==> src/rtl/memory_access.sv <==
// Memory stage: issues load/store transactions on a req/ack data port, handles
// lane selection and extension, and registers the MEM->WB and CP0 forwarding outputs.
module memory_access #(
  parameter int DATA_WIDTH     = 32,
  parameter int ADDR_WIDTH     = 16,
  parameter int REG_ADDR_WIDTH = 5
) (
  input  logic                      clk,
  input  logic                      rst_n,
  input  logic                      ex_valid,
  input  logic [3:0]                ex_mem_op,
  input  logic [DATA_WIDTH-1:0]     ex_res,
  input  logic [DATA_WIDTH-1:0]     ex_store_data,
  input  logic                      ex_wb_reg,
  input  logic [REG_ADDR_WIDTH-1:0] ex_wb_addr,
  input  logic                      ex_wb_cp0,
  input  logic [4:0]                ex_cp0_addr,
  input  logic [DATA_WIDTH-1:0]     ex_cp0_data,
  output logic                      dmem_req,
  output logic                      dmem_we,
  output logic [ADDR_WIDTH-1:0]     dmem_addr,
  output logic [3:0]                dmem_be,
  output logic [DATA_WIDTH-1:0]     dmem_wdata,
  input  logic [DATA_WIDTH-1:0]     dmem_rdata,
  input  logic                      dmem_ack,
  output logic                      mem_stall,
  output logic                      addr_err,
  output logic                      wb_valid,
  output logic                      wb_reg,
  output logic [REG_ADDR_WIDTH-1:0] wb_addr,
  output logic [DATA_WIDTH-1:0]     wb_data,
  output logic                      mem_wb_cp0,
  output logic [4:0]                mem_cp0_write_addr,
  output logic [DATA_WIDTH-1:0]     mem_cp0_write
);

  localparam logic [3:0] OP_LB  = 4'd1;
  localparam logic [3:0] OP_LBU = 4'd2;
  localparam logic [3:0] OP_LH  = 4'd3;
  localparam logic [3:0] OP_LHU = 4'd4;
  localparam logic [3:0] OP_LW  = 4'd5;
  localparam logic [3:0] OP_SB  = 4'd6;
  localparam logic [3:0] OP_SH  = 4'd7;
  localparam logic [3:0] OP_SW  = 4'd8;

  typedef enum logic {IDLE, ACCESS} state_e;

  state_e state, state_next;

  logic                      is_mem, misaligned;
  logic                      accept_none, accept_mem, accept_misal;
  logic [3:0]                be_next;
  logic [DATA_WIDTH-1:0]     wdata_next;
  logic [DATA_WIDTH-1:0]     load_data;
  logic [7:0]                load_byte;
  logic [15:0]               load_half;

  logic [ADDR_WIDTH-1:0]     addr_q;
  logic [3:0]                op_q;
  logic [1:0]                off_q;
  logic [3:0]                be_q;
  logic [DATA_WIDTH-1:0]     wdata_q;
  logic                      we_q;
  logic                      wb_reg_q;
  logic [REG_ADDR_WIDTH-1:0] wb_addr_q;

  // Operation decode, alignment check and store lane steering from the ex_* inputs.
  // NOTE: every always_comb output gets a default first so no path can infer a latch.
  always_comb begin
    is_mem     = 1'b0;
    misaligned = 1'b0;
    be_next    = 4'b1111;
    wdata_next = ex_store_data;
    case (ex_mem_op)
      OP_LB, OP_LBU: is_mem = 1'b1;
      OP_LH, OP_LHU: begin
        is_mem     = 1'b1;
        misaligned = ex_res[0];
      end
      OP_LW: begin
        is_mem     = 1'b1;
        misaligned = (ex_res[1:0] != 2'b00);
      end
      OP_SB: begin
        is_mem     = 1'b1;
        be_next    = 4'b0001 << ex_res[1:0];
        wdata_next = {4{ex_store_data[7:0]}};
      end
      OP_SH: begin
        is_mem     = 1'b1;
        misaligned = ex_res[0];
        be_next    = ex_res[1] ? 4'b1100 : 4'b0011;
        wdata_next = {2{ex_store_data[15:0]}};
      end
      OP_SW: begin
        is_mem     = 1'b1;
        misaligned = (ex_res[1:0] != 2'b00);
      end
      default: ;
    endcase
  end

  always_comb begin
    state_next   = state;
    accept_none  = 1'b0;
    accept_mem   = 1'b0;
    accept_misal = 1'b0;
    case (state)
      IDLE: begin
        if (ex_valid) begin
          if (!is_mem) begin
            accept_none = 1'b1;
          end else if (misaligned) begin
            accept_misal = 1'b1;
          end else begin
            accept_mem = 1'b1;
            state_next = ACCESS;
          end
        end
      end
      ACCESS: if (dmem_ack) state_next = IDLE;
      default: state_next = IDLE;
    endcase
  end

  // Port outputs decode from registered state only, so an async reset drops req at once.
  always_comb begin
    mem_stall  = (state == ACCESS);
    dmem_req   = mem_stall;
    dmem_we    = mem_stall & we_q;
    dmem_addr  = mem_stall ? addr_q  : '0;
    dmem_be    = mem_stall ? be_q    : 4'b0000;
    dmem_wdata = mem_stall ? wdata_q : '0;
  end

  always_comb begin
    load_byte = dmem_rdata[8*off_q +: 8];
    load_half = off_q[1] ? dmem_rdata[31:16] : dmem_rdata[15:0];
    case (op_q)
      OP_LB:   load_data = {{(DATA_WIDTH-8){load_byte[7]}}, load_byte};
      OP_LBU:  load_data = {{(DATA_WIDTH-8){1'b0}}, load_byte};
      OP_LH:   load_data = {{(DATA_WIDTH-16){load_half[15]}}, load_half};
      OP_LHU:  load_data = {{(DATA_WIDTH-16){1'b0}}, load_half};
      default: load_data = dmem_rdata;
    endcase
  end

  // NOTE: sequential state uses non-blocking assignments so all registers update together.
  always_ff @(posedge clk or negedge rst_n) begin
    if (!rst_n) state <= IDLE;
    else        state <= state_next;
  end

  always_ff @(posedge clk or negedge rst_n) begin
    if (!rst_n) begin
      addr_q             <= '0;
      op_q               <= 4'd0;
      off_q              <= 2'b00;
      be_q               <= 4'b0000;
      wdata_q            <= '0;
      we_q               <= 1'b0;
      wb_reg_q           <= 1'b0;
      wb_addr_q          <= '0;
      addr_err           <= 1'b0;
      wb_valid           <= 1'b0;
      wb_reg             <= 1'b0;
      wb_addr            <= '0;
      wb_data            <= '0;
      mem_wb_cp0         <= 1'b0;
      mem_cp0_write_addr <= 5'd0;
      mem_cp0_write      <= '0;
    end else begin
      addr_err <= accept_misal;
      if (state == IDLE) begin
        if (accept_mem) begin
          addr_q     <= {ex_res[ADDR_WIDTH-1:2], 2'b00};
          op_q       <= ex_mem_op;
          off_q      <= ex_res[1:0];
          be_q       <= be_next;
          wdata_q    <= wdata_next;
          we_q       <= (ex_mem_op >= OP_SB);
          wb_reg_q   <= ex_wb_reg;
          wb_addr_q  <= ex_wb_addr;
          wb_valid   <= 1'b0;
          mem_wb_cp0 <= 1'b0;
        end else if (accept_none) begin
          wb_valid           <= 1'b1;
          wb_reg             <= ex_wb_reg;
          wb_addr            <= ex_wb_addr;
          wb_data            <= ex_res;
          mem_wb_cp0         <= ex_wb_cp0;
          mem_cp0_write_addr <= ex_cp0_addr;
          mem_cp0_write      <= ex_cp0_data;
        end else begin
          wb_valid   <= 1'b0;
          wb_reg     <= 1'b0;
          mem_wb_cp0 <= 1'b0;
        end
      end else if (dmem_ack) begin
        wb_valid <= 1'b1;
        wb_reg   <= we_q ? 1'b0 : wb_reg_q;
        wb_addr  <= wb_addr_q;
        if (!we_q) wb_data <= load_data;
      end
    end
  end

endmodule

==> config.mk <==
export PLATFORM = sky130hd
export DESIGN_NAME = memory_access
export DESIGN_NICKNAME = d
export VERILOG_FILES = /design/src/rtl/memory_access.sv
export SDC_FILE = /design/constraint.sdc
export NUM_CORES = 1
export LEC_CHECK = 0
export ABC_AREA = 1
export CORE_UTILIZATION = 40
export CTS_CLUSTER_DIAMETER = 40
export DETAILED_ROUTE_END_ITERATION = 7
export GPL_ROUTABILITY_DRIVEN = 0
export PLACE_DENSITY = 0.83
export SKIP_LAST_GASP = 1
export SLEW_MARGIN = 15
export SYNTH_ARGS = -nofsm -noshare
export SYNTH_HDL_FRONTEND = slang
export SYNTH_SLANG_ARGS = --single-unit
==> constraint.sdc <==
create_clock -name clk -period 1.98 [get_ports clk]
set_input_delay 0.198 -clock clk [delete_from_list [all_inputs] [get_ports clk]]
set_output_delay 0.198 -clock clk [all_outputs]
set_load 0.01 [all_outputs]
=== After elaboration in Yosys (flattened, before gate mapping) ===
Cells that the tools add are included.

* Order comparisons: 1
* Equal/unequal tests: 15
* Shift-type cells: 2
* Mux-type cells: 43
* Bitwise gates (word level): 3
* Reduce and logical (&&, ||, !) cells: 10

{| class="wikitable"
|+ Operators with widths
! cell !! count
|-
| $mux W32 || 6
|-
| $pmux W32 S4 || 1
|-
| $pmux W32 S2 || 1
|-
| $mux W16 || 2
|-
| $shiftx A32 B6 Y8 || 1
|-
| $mux W1 || 24
|-
| $eq A4 B3 Y1 const B || 5
|-
| $mux W5 || 4
|-
| $eq A4 B2 Y1 const B || 4
|-
| $eq A4 B1 Y1 const B || 2
|-
| $mux W4 || 2
|-
| $pmux W4 S2 || 1
|-
| $reduce_or A8 Y1 || 1
|-
| $ne A2 B2 Y1 const B || 3
|-
| $reduce_and A3 Y1 || 2
|-
| $eq A4 B4 Y1 const B || 1
|-
| $ge A4 B3 Y1 const B || 1
|-
| $pmux W1 S2 || 2
|-
| $reduce_and A2 Y1 || 2
|-
| $reduce_and A4 Y1 || 1
|-
| $reduce_bool A2 Y1 || 2
|-
| $shl A1 B2 Y4 const A || 1
|-
| $reduce_or A3 Y1 || 1
|-
| $not A1 Y1 || 2
|-
| other kinds (2) || 2
|}

* Register bits after elaboration: 142
* Bits of input ports: 148
* Output and inout bits: 133
* Word-level logic and storage cells: 91

=== Depth between registers and ports, before layout ===
Gate-level depths: netlist of run 1.

* Word-level depth: 9
* Depth in mapped cells: 13
* Depth with buffers taken out: 11

=== Least setup slack after synthesis of run 1 ===
OpenSTA, ideal clock, no wires.

* Kind: flip-flop to output port
* From: register state, in the netlist dmem_req
* To: output port dmem_addr[10]
* Arrival: 1.360 ns
* Data required time: 1.782 ns
* Path slack: 0.422 ns
* Stages on the path, launching flop included: 6
* Buffers on the path: 3
* Cell sequence: dfrtp_1 > buf_2 > clkbuf_1 > buf_1 > nand2_1 > inv_1

* Longest elaborated chain between the ends: 1

{| class="wikitable"
|+ Ends and longest elaborated chain
! element !! line !! text
|-
| from (decl) || 48 || <nowiki>state_e state, state_next;</nowiki>
|-
| from (signal assigned) || 151 || <nowiki>else state <= state_next;</nowiki>
|-
| $mux W16 || 131 || <nowiki>dmem_addr = mem_stall ? addr_q : '0;</nowiki>
|-
| to (decl) || 21 || <nowiki>output logic [ADDR_WIDTH-1:0] dmem_addr,</nowiki>
|}

No other way between the ends.

=== Final worst setup path of run 1 ===
* From: register state, in the netlist dmem_req
* To: output port dmem_be[0]

* Longest elaborated chain between the ends: 1

{| class="wikitable"
|+ Ends and longest elaborated chain
! element !! line !! text
|-
| $mux W4 || 132 || <nowiki>dmem_be = mem_stall ? be_q : 4'b0000;</nowiki>
|-
| to (decl) || 22 || <nowiki>output logic [3:0] dmem_be,</nowiki>
|}

No other way between the ends.

==> results.tsv, run 1 <==
stage	metric	value	unit
timing	worstMarginPinSlew	0.577	ns
logic_synthesis	synth_fa_ha_area_share	0	%
placement	hpwl	18.1	mm
outcome	status	complete, but fails checks	
worst_setup_path	critPathSlowestCell	clkdlybuf4s50_1	
power_and_ir_drop	power.total	12.6	mW
logic_synthesis	synth_top_family_by_area	simple AND/OR/NAND/NOR gates	
route	wl	25.2	mm
route	drt_iter0_drc	689	
logic_synthesis	ys_types	38	
grt	grt_pass1_wl	38.8	mm
timing	fin_ws	-0.0144	ns
route	drc	0	
logic_synthesis	synthMuxAreaShare	6.69	%
route	dr.pass1.iters	5	
cts	path_clk_slew	0.07	ns
worst_setup_path	crit_required	1.78	ns
outcome	violations	negative setup slack	
power_and_ir_drop	ir_drop	0.000547	V
layout	mostFrequentLayoutCells	nand2_1, clkdlybuf4s50_1, dfrtp_1	
layout	nets	1479	
cts	cts_buffer_depth	2	
logic_synthesis	yosysSeqAreaShare	44.9	%
route	post_drt_wl_per_cell	15.7	um
power_and_ir_drop	power_density	1070	nW/um2
timing	slew_viol_final	0	
grt	grt_max_degree	59	
worst_setup_path	worstSetupPathType	flip-flop to output pin	
logic_synthesis	synth_xor_xnor_area_share	0	%
logic_synthesis	synth_cells	1040	
logic_synthesis	syn-cell-area	7910	um2
timing	fmax	501	MHz
timing	fin_skew	0.00948	ns
logic_synthesis	ys_ff_latch	142	
cts	htree_num_levels	4	
logic_synthesis	yosysWarnings	0	
floorplan	coreArea	19400	um2
worst_setup_path	cp_slowest_stage_delay	0.54	ns
route	viasPerCell	4.89	
worst_hold_path	hold_class	primary input to asynchronous set/reset pin	
grt	grt-ovfl-total	0	
layout	n_antenna_cell	0	
layout	reg_top3	mem_cp0_write (32), wb_data (32), wdata_q (32)	
cts	cts_tree	built	
cts	cts_root_buffer	clkbuf_16	
route	antenna_left	0	
cts	cts_buffers	17	
floorplan	die_width	143	um
floorplan	rows	51	
logic_synthesis	ys_top_cells_by_area	dfrtp_1, nand2_1, mux2_4	
logic_synthesis	post_synth.cell_area_avg	7.61	um2
grt	grt_pass1_vias	7620	
timing	final-hold-violation-count	0	
worst_setup_path	end_kind	output pin	
layout	finish.utilization	60.8	%
timing	timing.final.crit_share	101	%
placement	port_buffers	278	
cts	worstSkewPairLatency	0.42	ns
flow_run	max_cap_viol_count	0	
grt	antenna_found_initial	0	
worst_setup_path	crit_path_start_kind	flip-flop	
logic_synthesis	yosysTopAreaCellShare	44.9	%
floorplan	start_util	40.8	%
layout	layout_commonest_cell	nand2_1	
timing	finalCriticalPeriod	1.99	ns
floorplan	dieHeight	143	um
route	num_vias	7876	
timing	slew_headroom	61.5	%
timing	rsz0062_at_grt	true	
logic_synthesis	synth_simple_gate_area_share	28.7	%
floorplan	io_pins	281	
worst_setup_path	r2r_cells	8	
logic_synthesis	synth-compound-area-share	9.47	%
layout	layout-drive-gt1-share	11.5	%
power_and_ir_drop	leakage	6.10	nW
grt	track_usage	24.6	%
timing	setup_viol	2	
logic_synthesis	synth_area_leader_cell	dfrtp_1	
worst_setup_path	cp_max_fo	26	
cts	cts_sinks	142	
worst_setup_path	cp_data_arrival_time	1.80	ns
layout	area_delta_synth_final	49.1	%
floorplan	dieArea	20300	um2
worst_setup_path	path_cells	buf_16 > nand2_1 > inv_1 > clkdlybuf4s50_1	
metal layers:
layer,wire (um),part of all wire [%],vias to the layer above,track usage [%]
li1,-,-,3796,-
met1,10400,41,3678,30.9
met2,12100,48,365,41.7
met3,2280,9.0,37,5.60
met4,530,2.1,0,7.98
met5,0,0,-,0
critical path: cells and delay by family, from the launching register on:
| kind | cells | cell delay (ns) |
|---|---|---|
| buffers and inverters | 3 | 0.80 |
| DFF | 1 | 0.49 |
| and+or+nand+nor | 1 | 0.07 |
metrics by stage:
stage	area, um2	hold WS [ns]	std cells	setup TNS (ns)	setup slack (ns)
2_1_floorplan	7910	-0.0976	1041	0	0.422
3_3_place_gp	11000	0.217	1567	-6.81	-0.221
3_5_place_dp	11000	0.214	1567	-8.74	-0.292
4_1_cts	11700	0.341	1607	-2.60	-0.101
5_1_grt	11800	0.365	1609	-1.64	-0.0784
6_report	11800	0.318	1609	-0.0219	-0.0144
power by group:
group          internal [mW]  leakage (nW)  switching [mW]
clock network           1.81         0.283            1.42
registers               3.81          1.73           0.557
logic                   2.59          4.09            2.42
final timing paths:
path                            slack (ns)                       end              startpoint
worst max-delay path                 -0.01                dmem_be[0]      dmem_req$_DFF_PN0_
worst min-delay path                  0.32    wdata_q[2]$_DFFE_PN0P_                   rst_n
worst max register to register        0.12       op_q[1]$_DFFE_PN0P_      dmem_req$_DFF_PN0_
worst min register to register        0.48    wdata_q[3]$_DFFE_PN0P_  wdata_q[3]$_DFFE_PN0P_
max in group asynchronous             0.99        dmem_req$_DFF_PN0_                   rst_n
min in group clk                      0.36  wb_addr_q[0]$_DFFE_PN0P_           ex_wb_addr[0]
final cells by class:
type	instances	area, um2
sequential	142	3560
multi-input combinational	740	3580
timing repair buffer	329	3360
clock inverter	14	146
inverter	101	379
tap	265	332
fill	1733	7610
clock buffer	18	439
synthesized netlist by cell type:
cell and number:
nand2_1 434, dfrtp_1 142, inv_1 98, nor2_1 76, o21ai_0 73, nand3_1 40
mux2_4 30, buf_6 21, a21oi_1 14, buf_2 14, o21ai_1 13, clkbuf_1 12
o21ai_2 11, a21o_1 8, mux2_2 7, nand2_2 6, buf_1 5, buf_4 5
inv_2 3, nor2_2 3, nor2_4 3, o21a_1 3, a31oi_1 2, nand3_2 2
or2_2 2, a21oi_2 1, a32o_1 1, and2_1 1, buf_8 1, clkbuf_2 1
conb_1 1, nand2_4 1, nand3b_1 1, nor3_1 1, o211ai_1 1, o21ai_4 1
o21bai_1 1, o31ai_1 1
kinds of logic after synthesis:
logic type / count (synthesis)
flops: 142
buf+inv: 160
simple gates: 570
other cells: 1
compound gates: 130
mux: 37
repair_timing:
item                       CTS  global route
hold endpoints to repair    55             0
cloned                       2             1
setup endpoints to repair   51            92
pin swaps                    0             1
resized for setup           18             7
buffers inserted             5             1
hold buffers                 1             0
No activity file was read; power rests on OpenSTA's default activity.
==> run 2, diff against run 1 <==
Settings changed: CELL_PAD_IN_SITES_DETAIL_PLACEMENT set to 0, CELL_PAD_IN_SITES_GLOBAL_PLACEMENT set to 2, CORE_UTILIZATION 40 to 25, PLACE_DENSITY 0.83 to 0.92, SLEW_MARGIN 15 to unset.
==> run 2 against run 1 <==
  * The run ends with design-rule violations, negative setup slack left
  * Largest cell class is now non-clock buffers
  * Global-route usage down 6.5 points
  * Die area is 59% higher
  * Sequential power rose by 1%
==> results.tsv, run 2 (synthesis gave the netlist of run 1 again) <==
stage	metric	value	unit	change
power_and_ir_drop	leakage	7.01	nW	was 6.10 nW
grt	grt_use_met2	29.6	%	was 41.7%
grt	grt_pass1_wl	45.3	mm	was 38.8 mm
worst_setup_path	cp_data_arrival_time	1.81	ns	was 1.80 ns
layout	reg_top3	mem_cp0_write (32), wb_data (32), wdata_q (32)		unchanged
grt	antenna_found_initial	1		was 0
grt	use_met3	2.92	%	was 5.60%
grt	grt_busiest_layer	met2		unchanged
layout	fin_area	12500	um2	was 11800 um2
timing	timing.final.crit_share	101	%	about the same
layout	area_delta_synth_final	58.6	%	was 49.1%
cts	cts_sinks	142		unchanged
power_and_ir_drop	swShare	35.9	%	was 34.9%
floorplan	dieHeight	180	um	was 143 um
worst_setup_path	reg2reg_slack	-0.01	ns	was 0.12 ns
route	num_vias	7762		was 7876
layout	layout_commonest_cell	nand2_1		unchanged
power_and_ir_drop	pwr-share-comb	41.6	%	was 39.7%
worst_setup_path	crit_path_start_kind	flip-flop		unchanged
layout	nets	1500		was 1479
timing	slew_viol_final	0		unchanged
worst_setup_path	crit_required	1.78	ns	about the same
timing	final-hold-violation-count	0		unchanged
layout	mostFrequentLayoutCells	nand2_1, clkdlybuf4s50_1, dfrtp_1		unchanged
timing	fin_ws	-0.0274	ns	was -0.0144 ns
cts	cts_root_buffer	clkbuf_16		unchanged
cts	htree_num_levels	4		unchanged
power_and_ir_drop	p_seq_share	33.8	%	was 34.6%
floorplan	dieArea	32400	um2	was 20300 um2
cts	cts_tree	built		unchanged
power_and_ir_drop	power_density	1040	nW/um2	was 1070 nW/um2
floorplan	io_pins	281		unchanged
route	viasPerCell	4.41		was 4.89
timing	setup_viol	4		was 2
placement	hpwl	20.5	mm	was 18.1 mm
power_and_ir_drop	ir_drop	0.000605	V	was 0.000547 V
floorplan	die_width	180	um	was 143 um
worst_setup_path	end_kind	output pin		unchanged
timing	finalCriticalPeriod	2.01	ns	was 1.99 ns
cts	path_clk_slew	0.07	ns	about the same
placement	port_buffers	278		unchanged
layout	layout-drive-gt1-share	15.7	%	was 11.5%
grt	grt_max_degree	48		was 59
floorplan	coreArea	30800	um2	was 19400 um2
route	dr.pass1.iters	8		was 5
power_and_ir_drop	intPower	8.37	mW	was 8.21 mW
route	drt_iter0_drc	465		was 689
route	wl	30.1	mm	was 25.2 mm
placement	pre_cts_slack	-0.446	ns	was -0.292 ns
cts	worstSkewPairLatency	0.43	ns	was 0.42 ns
outcome	violations	design-rule violations, negative setup slack		was negative setup slack
cts	cts_buffers	17		unchanged
power_and_ir_drop	p_sw	4.69	mW	was 4.39 mW
worst_setup_path	cp_max_fo	15		was 26
outcome	status	complete, but fails checks		unchanged
floorplan	rows	64		was 51
worst_setup_path	worstSetupPathType	flip-flop to output pin		unchanged
flow_run	max_cap_viol_count	0		unchanged
floorplan	start_util	25.7	%	was 40.8%
grt	track_usage	18.1	%	was 24.6%
grt	grt-ovfl-total	0		unchanged
timing	fmax	498	MHz	was 501 MHz
placement	dpl_cell_area	11200	um2	was 11000 um2
power_and_ir_drop	clock_power_share	24.7	%	was 25.6%
route	post_drt_wl_per_cell	17.1	um	was 15.7 um
grt	grt_pass1_vias	7764		was 7620
timing	rsz0062_at_grt	true		unchanged
cts	cts_buffer_depth	2		unchanged
placement	dp_cells	1703		was 1567
route	drc	38		was 0
layout	finish.utilization	40.7	%	was 60.8%
layout	stdcell_count	1762		was 1609
grt	use_met1	24.1	%	was 30.9%
worst_hold_path	hold_class	primary input to asynchronous set/reset pin		unchanged
route	antenna_left	0		unchanged
timing	fin_skew	0.0110	ns	was 0.00948 ns
-- run 2: cell count changes in the layout (fill, tap and decap cells not counted), moves of 8 or more --
cell and change:
clkdlybuf4s50_1 -38, dlymetal6s2s_1 +44, nand2_4 +8, nand2_1 -30
nand2_2 +22
-- run 2: metrics by stage --
step	hold WS [ns]	power, mW	setup TNS (ns)
6_report	0.243	13.1	-0.0451
5_1_grt	0.277	13.9	-3.07
4_1_cts	0.250	12.9	-4.62
3_5_place_dp	0.152	9.41	-24.98
3_3_place_gp	0.145	9.36	-16.36
2_1_floorplan	-0.0976	6.83	0
-- run 2: final cells by class --
cell class | count | area, um2
tap | 396 | 495
antenna | 1 | 2.50
fill | 3159 | 18300
clock inverter | 14 | 148
inverter | 101 | 382
timing repair buffer | 349 | 3770
sequential | 142 | 3560
clock buffer | 18 | 429
multi-input combinational | 741 | 3760
-- run 2: final timing paths --
path                                       start                            end  cells after the start
setup reg to reg              dmem_req$_DFF_PN0_        wdata_q[22]$_DFFE_PN0P_                     11
hold reg to reg            addr_q[8]$_DFFE_PN0P_          addr_q[8]$_DFFE_PN0P_                      2
min in group clk                       ex_res[8]          addr_q[8]$_DFFE_PN0P_                      3
setup / recovery              dmem_req$_DFF_PN0_                      mem_stall                      4
max in group asynchronous                  rst_n  mem_cp0_write[21]$_DFFE_PN0P_                      3
hold / removal                             rst_n  mem_cp0_write[14]$_DFFE_PN0P_                      2
-- run 2: worst max-delay path, stage by stage, from the launching register on --
cell and delay [ns]:
dfrtp_4 0.50, buf_12 0.15, buf_12 0.12, buf_16 0.14, clkdlybuf4s50_1 0.48
-- run 2: power by group through the flow --
stage / Combinational (mW) / Clock, mW / Sequential [mW]
2_1_floorplan: 2.28 / 0 / 4.55
3_3_place_gp: 4.99 / 0 / 4.37
3_5_place_dp: 5.02 / 0 / 4.39
4_1_cts: 5.25 / 3.32 / 4.35
5_1_grt: 5.91 / 3.43 / 4.53
6_report: 5.43 / 3.22 / 4.41
-- run 2: what timing repair did --
action                                  4_1_cts  5_1_grt
endpoints found under the setup margin       81      139
pin swaps                                     3       39
hold buffers                                  1        0
cloned                                        6        8
resized for setup                            16      110
endpoints found under the hold margin        34        0
buffers inserted                              6        7
-- run 2: per-layer routing --
layer  up-vias  routed length [um]
met3        28                1620
met1      3636               13800
met2       239               14100
li1       3859                   -
met4         0                 563
met5         -                   0
==> run 3, diff against run 2 <==
Settings changed: CAP_MARGIN set to 30, CORE_MARGIN set to 1.
Clock period 1.98 ns to 2.3 ns, I/O delays scaled along.
==> run 3 against run 2 <==
  * The flow finishes with violations (design-rule violations)
  * Routed wire length down 8.5%
  * First-iteration DRC count up 12%
  * Register-to-register slack better by 0.18 ns
  * Non-clock buffer count down 30
  * Largest power group unchanged
==> results.tsv, run 3 (synthesis gave the netlist of run 1 again) <==
stage	metric	value	unit	change
outcome	status	complete, but fails checks		unchanged
outcome	violations	design-rule violations		was design-rule violations, negative setup slack
power_and_ir_drop	power_density	914	nW/um2	was 1040 nW/um2
placement	dpl_cell_area	11100	um2	was 11200 um2
worst_setup_path	r2r_start	dmem_req$_DFF_PN0_		unchanged
cts	cts_sinks	142		unchanged
route	viasPerCell	4.40		was 4.41
cts	cts_tree	built		unchanged
route	drt_iter0_drc	521		was 465
floorplan	die_width	180	um	unchanged
cts	worstSkewPairLatency	0.43	ns	about the same
worst_setup_path	r2r_cells	8		was 11
layout	mostFrequentLayoutCells	nand2_1, clkdlybuf4s50_1, dfrtp_1		unchanged
worst_setup_path	reg2reg_slack	0.17	ns	was -0.01 ns
floorplan	rows	64		unchanged
placement	port_buffers	278		unchanged
floorplan	io_pins	281		unchanged
worst_hold_path	hold_class	primary input to asynchronous set/reset pin		unchanged
worst_setup_path	critPathSlowestCell	clkdlybuf4s50_1		was dfrtp_4
worst_setup_path	crit_required	2.07	ns	was 1.78 ns
power_and_ir_drop	intPower	6.91	mW	was 8.37 mW
timing	rsz0062_at_grt	true		unchanged
cts	cts_buffer_depth	2		unchanged
power_and_ir_drop	pwr-share-comb	39.9	%	was 41.6%
timing	finalCriticalPeriod	2.19	ns	
power_and_ir_drop	p_sw	3.85	mW	was 4.69 mW
route	wl	27.6	mm	was 30.1 mm
power_and_ir_drop	p_seq_share	34.6	%	was 33.8%
route	drc	38		unchanged
timing	fin_skew	0.0147	ns	was 0.0110 ns
worst_setup_path	cp_slowest_stage_delay	0.54	ns	was 0.50 ns
cts	path_clk_slew	0.07	ns	about the same
layout	layout_commonest_cell	nand2_1		unchanged
floorplan	dieArea	32400	um2	unchanged
grt	grt-ovfl-total	0		unchanged
grt	antenna_found_initial	1		unchanged
layout	fin_area	11800	um2	was 12500 um2
cts	cts_buffers	17		unchanged
layout	layout-drive-gt1-share	10.7	%	was 15.7%
cts	cts_root_buffer	clkbuf_16		unchanged
timing	final-hold-violation-count	0		unchanged
floorplan	start_util	25.7	%	unchanged
power_and_ir_drop	power.total	10.8	mW	was 13.1 mW
power_and_ir_drop	ir_drop	0.000469	V	was 0.000605 V
placement	pre_cts_slack	-0.136	ns	was -0.446 ns
worst_setup_path	path_cells	buf_16 > buf_4 > nand2_1 > inv_1 > clkdlybuf4s50_1		was buf_12 > buf_12 > buf_16 > clkdlybuf4s50_1
timing	setup_tns	0	ns	was -0.0451 ns
layout	multi_input_area	3550	um2	was 3760 um2
power_and_ir_drop	swShare	35.8	%	was 35.9%
floorplan	coreArea	30800	um2	unchanged
floorplan	dieHeight	180	um	unchanged
worst_setup_path	crit_path_start_kind	flip-flop		unchanged
layout	regArea	3560	um2	unchanged
power_and_ir_drop	leakage	5.96	nW	was 7.01 nW
worst_setup_path	end_kind	output pin		unchanged
timing	timing.final.crit_share	95.3	%	
layout	reg_top3	mem_cp0_write (32), wb_data (32), wdata_q (32)		unchanged
power_and_ir_drop	clock_power_share	25.5	%	was 24.7%
timing	setup_viol	0		was 4
layout	nets	1468		was 1500
route	post_drt_wl_per_cell	15.9	um	was 17.1 um
timing	fmax	456	MHz	
placement	dp_cells	1694		was 1703
timing	worstMarginPinSlew	0.917	ns	
grt	grt_max_degree	55		was 48
worst_setup_path	r2r_end	wb_data[9]$_DFFE_PN0P_		was wdata_q[22]$_DFFE_PN0P_
layout	stdcell_count	1730		was 1762
layout	area_delta_synth_final	48.8	%	was 58.6%
route	dr.pass1.iters	7		was 8
worst_setup_path	worstSetupPathType	flip-flop to output pin		unchanged
grt	track_usage	17.5	%	was 18.1%
route	antenna_left	0		unchanged
timing	fin_ws	0.108	ns	was -0.0274 ns
layout	fillerInstances	3226		was 3159
placement	hpwl	20.2	mm	was 20.5 mm
worst_setup_path	cp_max_fo	21		was 15
timing	timing.hold.ws	0.352	ns	was 0.243 ns
flow_run	max_cap_viol_count	0		unchanged
cts	htree_num_levels	4		unchanged
grt	grt_pass1_wl	44.1	mm	was 45.3 mm
grt	grt_pass1_vias	7761		was 7764
timing	slew_viol_final	0		unchanged
layout	finish.utilization	38.2	%	was 40.7%
route	num_vias	7609		was 7762
timing	slew_headroom	38.7	%	
worst_setup_path	cp_data_arrival_time	1.96	ns	was 1.81 ns
[run 3: area by class of cell]
type	count	share of cell area, %
antenna	1	0.0213
clock buffer	18	3.65
clock inverter	14	1.28
inverter	101	3.22
multi-input combinational	739	30.2
sequential	142	30.2
tap	396	4.21
timing repair buffer	319	27.2
[run 3: timing repair]
item                       CTS  global route
pin swaps                    0             1
gates resized for setup      2             0
cloned                       1             0
setup endpoints to repair   28            14
hold buffers                 1             0
hold endpoints to repair    50             0
setup buffers                1             0
[run 3: worst max-delay path by stage]
stage                                   from                 endpoint  slack (ns)  depth (start not counted)
after floorplan           dmem_req$_DFF_PN0_            dmem_addr[10]        0.71                          5
after global placement          ex_mem_op[1]  wb_data[11]$_DFFE_PN0P_       -0.06                         10
after detailed placement        ex_mem_op[1]  wb_data[25]$_DFFE_PN0P_       -0.14                         10
after CTS                 dmem_req$_DFF_PN0_           dmem_wdata[30]        0.08                          5
after global routing      dmem_req$_DFF_PN0_  wb_data[18]$_DFFE_PN0P_       -0.03                          8
final                     dmem_req$_DFF_PN0_           dmem_wdata[30]        0.11                          5
[run 3: metal layers]
| metal | wire [um] | global-route usage [%] | up-vias | share of wire (%) |
|---|---|---|---|---|
| li1 | - | - | 3781 | - |
| met1 | 12300 | 23.0 | 3567 | 45 |
| met2 | 13100 | 29.4 | 238 | 48 |
| met3 | 1670 | 2.92 | 23 | 6.1 |
| met4 | 406 | 4.86 | 0 | 1.5 |
| met5 | 0 | 0 | - | 0 |
[run 3: power groups by stage]
stage	logic [mW]	clock network, mW	registers, mW
final	4.29	2.75	3.73
after floorplan	1.97	0	3.91
after global routing	4.74	2.94	3.83
after global placement	4.27	0	3.75
after detailed placement	4.29	0	3.77
after CTS	4.35	2.85	3.73
[run 3: critical path: cells and delay by family, from the launching register on]
kind,cells,cell delay (ns)
buf+inv,4,1.01
flops,1,0.44
simple gates,1,0.07
